--- config.mk ---
export PLATFORM = sky130hd
export DESIGN_NAME = axi4lite_apb3_bridge
export DESIGN_NICKNAME = d
export VERILOG_FILES = /design/src/rtl/axi4lite_apb3_bridge.sv
export SDC_FILE = /design/constraint.sdc
export NUM_CORES = 1
export LEC_CHECK = 0
export ABC_AREA = 1
export CAP_MARGIN = 10
export CORE_ASPECT_RATIO = 0.6
export CORE_MARGIN = 2
export CORE_UTILIZATION = 39
export CTS_CLUSTER_SIZE = 16
export DETAILED_ROUTE_END_ITERATION = 10
export PLACE_DENSITY = 0.85
export SYNTH_ARGS = -nofsm -noshare
export SYNTH_HDL_FRONTEND = slang
export SYNTH_SLANG_ARGS = --single-unit
--- constraint.sdc ---
create_clock -name PCLK -period 2.25 [get_ports PCLK]
set_clock_uncertainty 0.1 [all_clocks]
set_input_delay 0.225 -clock PCLK [delete_from_list [all_inputs] [get_ports PCLK]]
set_output_delay 0.225 -clock PCLK [all_outputs]
set_load 0.05 [all_outputs]
--- src/rtl/axi4lite_apb3_bridge.sv ---
// AXI4-Lite slave to APB3 master bridge: one outstanding transfer, round-robin
// read/write arbitration, and an optional PREADY timeout that forces SLVERR.
module axi4lite_apb3_bridge #(
  parameter int ADDR_WIDTH     = 32,
  parameter int DATA_WIDTH     = 32,
  parameter int TIMEOUT_CYCLES = 255
) (
  input  logic                  PCLK,
  input  logic                  PRESETN,
  input  logic [ADDR_WIDTH-1:0] AWADDR,
  input  logic                  AWVALID,
  output logic                  AWREADY,
  input  logic [DATA_WIDTH-1:0] WDATA,
  input  logic                  WVALID,
  output logic                  WREADY,
  output logic [1:0]            BRESP,
  output logic                  BVALID,
  input  logic                  BREADY,
  input  logic [ADDR_WIDTH-1:0] ARADDR,
  input  logic                  ARVALID,
  output logic                  ARREADY,
  output logic [DATA_WIDTH-1:0] RDATA,
  output logic [1:0]            RRESP,
  output logic                  RVALID,
  input  logic                  RREADY,
  output logic [ADDR_WIDTH-1:0] PADDR,
  output logic                  PSEL,
  output logic                  PENABLE,
  output logic                  PWRITE,
  output logic [DATA_WIDTH-1:0] PWDATA,
  input  logic [DATA_WIDTH-1:0] PRDATA,
  input  logic                  PREADY,
  input  logic                  PSLVERR
);

  localparam int CNT_W = (TIMEOUT_CYCLES > 1) ? $clog2(TIMEOUT_CYCLES + 1) : 1;
  localparam logic [CNT_W-1:0] CNT_LAST =
    CNT_W'((TIMEOUT_CYCLES > 0) ? TIMEOUT_CYCLES - 1 : 0);
  localparam logic [ADDR_WIDTH-1:0] ADDR_MASK = ~ADDR_WIDTH'(3);
  localparam logic [1:0] RESP_OKAY   = 2'b00;
  localparam logic [1:0] RESP_SLVERR = 2'b10;

  typedef enum logic [1:0] {IDLE, SETUP, ACCESS, RESP} state_e;

  state_e                state_q, state_d;
  logic                  prio_wr_q, prio_wr_d;
  logic                  pwrite_q, pwrite_d;
  logic [ADDR_WIDTH-1:0] paddr_q, paddr_d;
  logic [DATA_WIDTH-1:0] pwdata_q, pwdata_d;
  logic [DATA_WIDTH-1:0] rdata_q, rdata_d;
  logic [1:0]            bresp_q, bresp_d;
  logic [1:0]            rresp_q, rresp_d;
  logic [CNT_W-1:0]      cnt_q, cnt_d;

  logic grant_wr, grant_rd, timeout_hit, xfer_resp;
  logic [1:0] apb_resp;

  // NOTE: the ready strobes are combinational from the valids, so they are
  // gated with PRESETN to keep every output low while reset is held.
  always_comb begin
    grant_wr = PRESETN && (state_q == IDLE) && AWVALID && WVALID
               && (prio_wr_q || !ARVALID);
    grant_rd = PRESETN && (state_q == IDLE) && ARVALID && !grant_wr;
  end

  assign timeout_hit = (TIMEOUT_CYCLES != 0) && !PREADY && (cnt_q == CNT_LAST);
  assign apb_resp    = PSLVERR ? RESP_SLVERR : RESP_OKAY;
  assign xfer_resp   = pwrite_q ? BREADY : RREADY;

  // NOTE: every variable gets its hold value first so no path infers a latch.
  always_comb begin
    state_d   = state_q;
    prio_wr_d = prio_wr_q;
    pwrite_d  = pwrite_q;
    paddr_d   = paddr_q;
    pwdata_d  = pwdata_q;
    rdata_d   = rdata_q;
    bresp_d   = bresp_q;
    rresp_d   = rresp_q;
    cnt_d     = '0;
    unique case (state_q)
      IDLE: begin
        if (grant_wr) begin
          pwrite_d  = 1'b1;
          paddr_d   = AWADDR & ADDR_MASK;
          pwdata_d  = WDATA;
          prio_wr_d = ~prio_wr_q;
          state_d   = SETUP;
        end else if (grant_rd) begin
          pwrite_d  = 1'b0;
          paddr_d   = ARADDR & ADDR_MASK;
          prio_wr_d = ~prio_wr_q;
          state_d   = SETUP;
        end
      end
      SETUP: state_d = ACCESS;
      ACCESS: begin
        if (PREADY) begin
          if (pwrite_q) begin
            bresp_d = apb_resp;
          end else begin
            rdata_d = PRDATA;
            rresp_d = apb_resp;
          end
          state_d = RESP;
        end else if (timeout_hit) begin
          if (pwrite_q) begin
            bresp_d = RESP_SLVERR;
          end else begin
            rdata_d = '0;
            rresp_d = RESP_SLVERR;
          end
          state_d = RESP;
        end else if (TIMEOUT_CYCLES != 0) begin
          cnt_d = cnt_q + CNT_W'(1);
        end
      end
      RESP: if (xfer_resp) state_d = IDLE;
      default: state_d = IDLE;
    endcase
  end

  always_ff @(posedge PCLK) begin
    if (!PRESETN) begin
      state_q   <= IDLE;
      prio_wr_q <= 1'b1;
      pwrite_q  <= 1'b0;
      paddr_q   <= '0;
      pwdata_q  <= '0;
      rdata_q   <= '0;
      bresp_q   <= RESP_OKAY;
      rresp_q   <= RESP_OKAY;
      cnt_q     <= '0;
    end else begin
      state_q   <= state_d;
      prio_wr_q <= prio_wr_d;
      pwrite_q  <= pwrite_d;
      paddr_q   <= paddr_d;
      pwdata_q  <= pwdata_d;
      rdata_q   <= rdata_d;
      bresp_q   <= bresp_d;
      rresp_q   <= rresp_d;
      cnt_q     <= cnt_d;
    end
  end

  assign AWREADY = grant_wr;
  assign WREADY  = grant_wr;
  assign ARREADY = grant_rd;
  assign PSEL    = (state_q == SETUP) || (state_q == ACCESS);
  assign PENABLE = (state_q == ACCESS);
  assign PWRITE  = pwrite_q;
  assign PADDR   = paddr_q;
  assign PWDATA  = pwdata_q;
  assign BVALID  = (state_q == RESP) && pwrite_q;
  assign RVALID  = (state_q == RESP) && !pwrite_q;
  assign BRESP   = bresp_q;
  assign RRESP   = rresp_q;
  assign RDATA   = rdata_q;

endmodule

### After elaboration in Yosys (flattened, before gate mapping)

Index checks and enable logic that the tools add are counted.

* bits in registers: 112
* input bits: 137
* output and inout bits: 108

* add/subtract/negate cells: 1
* equal/unequal tests: 7
* mux-type cells: 26
* bitwise logic cells: 4
* reductions and logical operators: 24

Operators by type and width (count)
* $mux 32: 6
* $mux 2: 14
* $logic_and 1x1->1: 9
* $reduce_and 3->1: 3
* $add 8x1->8 const B: 1
* $eq 8x8->1 const B: 1
* $pmux 2 s4: 1
* $mux 1: 5
* $eq 2x2->1 const B: 2
* $logic_not 1->1: 4
* $not 1->1: 4
* $reduce_and 2->1: 2
* $reduce_bool 2->1: 2
* $reduce_or 4->1: 1
* $ne 3x1->1 const B: 1
* $ne 3x3->1 const B: 1
* $eq 2x1->1 const B: 1
* $logic_not 2->1: 1
* $logic_or 1x1->1: 2
* $ne 2x2->1 const B: 1

### Logic depth before layout (Yosys ltp)

* word-level depth: 10
* depth in mapped cells: 12

### Worst setup path before layout

OpenSTA, ideal clock, no wires.

* path type: register -> output
* start point: register state_q[0]
* end point: output ARREADY
* data arrival time: 1985 ps
* path slack: -60 ps
* cell stages (with the launch flop): 10
* path buffers: 2
* cells stage by stage: dfxtp_1 > inv_1 > ha_1 > nand2_1 > inv_2 > nand3_1 > buf_2 > inv_2 > buf_2 > nor2_1

* cells in the longest elaborated chain, start to end: 7
* elaborated cells on any way between the ends: 8
* those cells by class: 8 x reduce/logical

RTL lines
* from (decl): line 45 `state_e state_q, state_d;`
* from (signal assigned): line 135 `state_q <= state_d;`
* $logic_not 2->1: line 61 `grant_wr = PRESETN && (state_q == IDLE) && AWVALID && WVALID`
* $logic_and 1x1->1 (3 in a row): line 61
* $logic_and 1x1->1: line 62 `&& (prio_wr_q || !ARVALID);`
* via AWREADY: line 12 `output logic AWREADY,`
* $logic_not 1->1: line 63 `grant_rd = PRESETN && (state_q == IDLE) && ARVALID && !grant_wr;`
* $logic_and 1x1->1: line 63
* to (decl): line 21 `output logic ARREADY,`

The timed path passes the listed nets, and every way through them passes these cells.

### Worst setup path in the final report

* start point: register state_q[1]
* end point: output BVALID

* cells in the longest elaborated chain, start to end: 2

RTL lines
* $eq 2x2->1: line 155 `assign BVALID = (state_q == RESP) && pwrite_q;`
* $logic_and 1x1->1: line 155
* to (decl): line 17 `output logic BVALID,`

Every way passes these cells.

==> summary.txt <==
Outcome
  – Status: finished, final reports clean

STA
  – Max_slew headroom: 0.627
  – Worst-margin pin slew: between 0.5 and 0.6 ns
  – Final worst path period share: 0.940
  – Setup_tns: 0 ns
  – Final Hold Violating Endpoints: 0
  – Endpoints failing setup: 0
  – Hold WS: 0.291 ns
  – RSZ-0062 raised after global routing: false
  – Crit path time final: roughly 2.1 ns
  – Fmax: about 470 MHz
  – Max Slew Vio Count: 0

Worst setup path
  – Worst stage delay on the critical path: ~0.79 ns
  – Worst EP arrival: about 1.8 ns
  – R2r setup slk: around 0.37 ns
  – CP Capture Type: output pin
  – Worst Path Required: about 1.9 ns
  – Worst r2r path cells: 10
  – CP Max Fanout: 3
  – Critical path class: reg -> out
  – CP Cell Sequence: ha_1, nand2_1, inv_1, clkdlybuf4s50_1
  – Crit path launch type: register
  – Slowest-stage cell, CP: clkdlybuf4s50_1

Floorplanning
  – Io pins: 245
  – Site row count: 30
  – Core Box Area: between 10000 and 15000 um^2
  – Die area: approximately 12000 um^2
  – Die Ht: 87.1 um
  – Starting density of the core: 0.398
  – Die width: 142 um

GRT
  – Initial antenna violation count: 0
  – Total grt overflow: 0
  – Vias in the first global route: ~4300
  – Gr usage total: 0.211
  – Largest net degree at the start of global routing: 63
  – First-pass GRT wire length: around 21 mm

Min path
  – Worst hold-check path type: in -> reg
  – Hold depth: 4

Cells and area
  – Footprint of the multi-input gates: between 1500 and 2000 um^2
  – Register area: ~2200 um^2
  – Final design utilization: 0.646
  – Commonest cells after routing, fill and taps aside: clkdlybuf4s50_1 (229), nand2_1 (177), nor2_1 (109)
  – Commonest non-fill, non-tap cell in the layout: clkdlybuf4s50_1
  – NumNets Final: between 900 and 1000
  – Fill cell count: 1012
  – Fraction of layout cells with a size suffix above 1: 0.0467
  – # diodes: 0
  – Layout area overhead: 62.1%
  – Non-filler cells, final: 1001

Routing
  – Starting DRT DRC Count: ~190
  – Routed Antenna Nets: 0
  – DR vias: ~4700
  – Post-DR wirelength/cell: approximately 13 um
  – Drt drc: 0
  – DR pass1 iterations: 4
  – Vias per cell: 4.71
  – Final WL: 13.2 mm

Clock network
  – CTS hold repair buffers: 0
  – Clock latency on the worst-skew pair: around 0.33 ns
  – Clock sinks: about 110
  – Setup bufs post-CTS: 0
  – CTS tree: done
  – H-tree depth: 3
  – Clock Root Buffer: clkbuf_16
  – CTS Buf Count: 9
  – Worst-path clk slew: 0.07 ns
  – Bufs on Longest Clock Path: 2

Power
  – Final Total Pwr: between 7000 and 8000 uW
  – Power per cell area: around 1000 nW/um^2
  – Peak supply drop: 0.000387 V
  – Leakage: 0.00300 uW

Synth
  – Mapped Cells: around 640
  – Post-synthesis sequential area ratio: 0.482
  – Syn Area/Cell: around 7.1 um^2
  – Mapped Area: between 4000 and 5000 um^2
  – Synth cell types: 25
  – Yosys warns: 0
  – Yosys reg bits: between 100 and 150

Place
  – DP Wirelength: 9.70 mm
  – I/O Buffers: 236
  – Dpl cells: 986
  – Final estimated routing congestion in global placement: ~0.77

Job
  – Max-cap violations: 0
cell usage after synthesis:
cell      number  area [um^2]
o21a_1         1         7.51
nand3_1       10         50.1
nand2_2        1         6.26
o21ai_0       63          315
xnor2_1        2         17.5
dfxtp_1      108         2160
a31oi_1       30          188
nor3b_1        1         7.51
nand4_1        4         25.0
buf_4          6         45.0
inv_1         47          176
nand3_2        1         10.0
buf_1          1         3.75
nor3_1         2         10.0
clkinv_1       1         3.75
clkbuf_1      25         93.8
conb_1         1         3.75
buf_6          3         33.8
buf_2          9         45.0
nor2_1       110          413
inv_2          3         11.3
xor2_1         1         8.76
ha_1           6         75.1
nand2_1      178          668
a21oi_1       21          105
worst paths after layout:
path | startpoint | end
max | state_q[1] | BVALID
min | PRESETN | state_q[0]
max reg2reg | state_q[0] | PADDR[9]
min reg2reg | RRESP[1] | RRESP[1]
logic make-up (layout without fill, tap and decap cells):
logic type / Yosys count / count (layout) / synth area share
adder cells (fa/ha/maj): 6 / 6 / 0.0167
XOR/XNOR: 3 / 3 / 0.00586
AND/OR/NAND/NOR: 307 / 307 / 0.265
other: 1 / 4 / 0.000836
flip-flops: 108 / 108 / 0.482
buffers and inverters: 95 / 314 / 0.0920
AO/OA/AOI/OAI: 115 / 115 / 0.137
per-layer routing:
metal / global-route usage / part of all wire
met1: 0.273 / 0.45
met2: 0.344 / 0.46
met3: 0.0676 / 0.084
met4: 0.0567 / 0.014
met5: 0 / 0
registers in the layout, indices dropped and copies added (netlist names):
signal,count
PADDR,30
RDATA,32
prio_wr_q,1
BRESP,1
PWRITE,1
RRESP,1
state_q,2
cnt_q,8
PWDATA,32
critical path, delay by kind of cell (launching register included):
family / cells / cell delay [ns]
adder cells (fa/ha/maj): 1 / 0.20
buffers and inverters: 2 / 0.85
flip-flops: 1 / 0.36
AND/OR/NAND/NOR: 1 / 0.06
metrics by stage:
stage / instance area, um^2 / worst slack (ns)
finish: 7270 / 0.135
floorplan: 4500 / 0.170
CTS: 7270 / 0.0874
global placement: 6950 / 0.374
global route: 7270 / 0.0158
detailed placement: 6950 / 0.322
area by class of cell:
type / count / share of cell area
multi-input cells: 435 / 0.266
repair buffers: 248 / 0.342
inverters: 51 / 0.0267
clock buffers: 10 / 0.0315
clock inverters: 5 / 0.0119
well taps: 144 / 0.0248
flip-flops and latches: 108 / 0.297
what timing repair did:
item	in CTS	in global routing
endpoints found under the setup margin	0	2
hold endpoints to repair	0	0
gates resized for setup	0	3
power breakdown:
group | switching [uW] | internal, uW | total [uW]
clock network | 691 | 978 | 1670
registers | 164 | 2230 | 2400
logic | 2080 | 1120 | 3200
No activity file was read; power rests on OpenSTA's default activity.
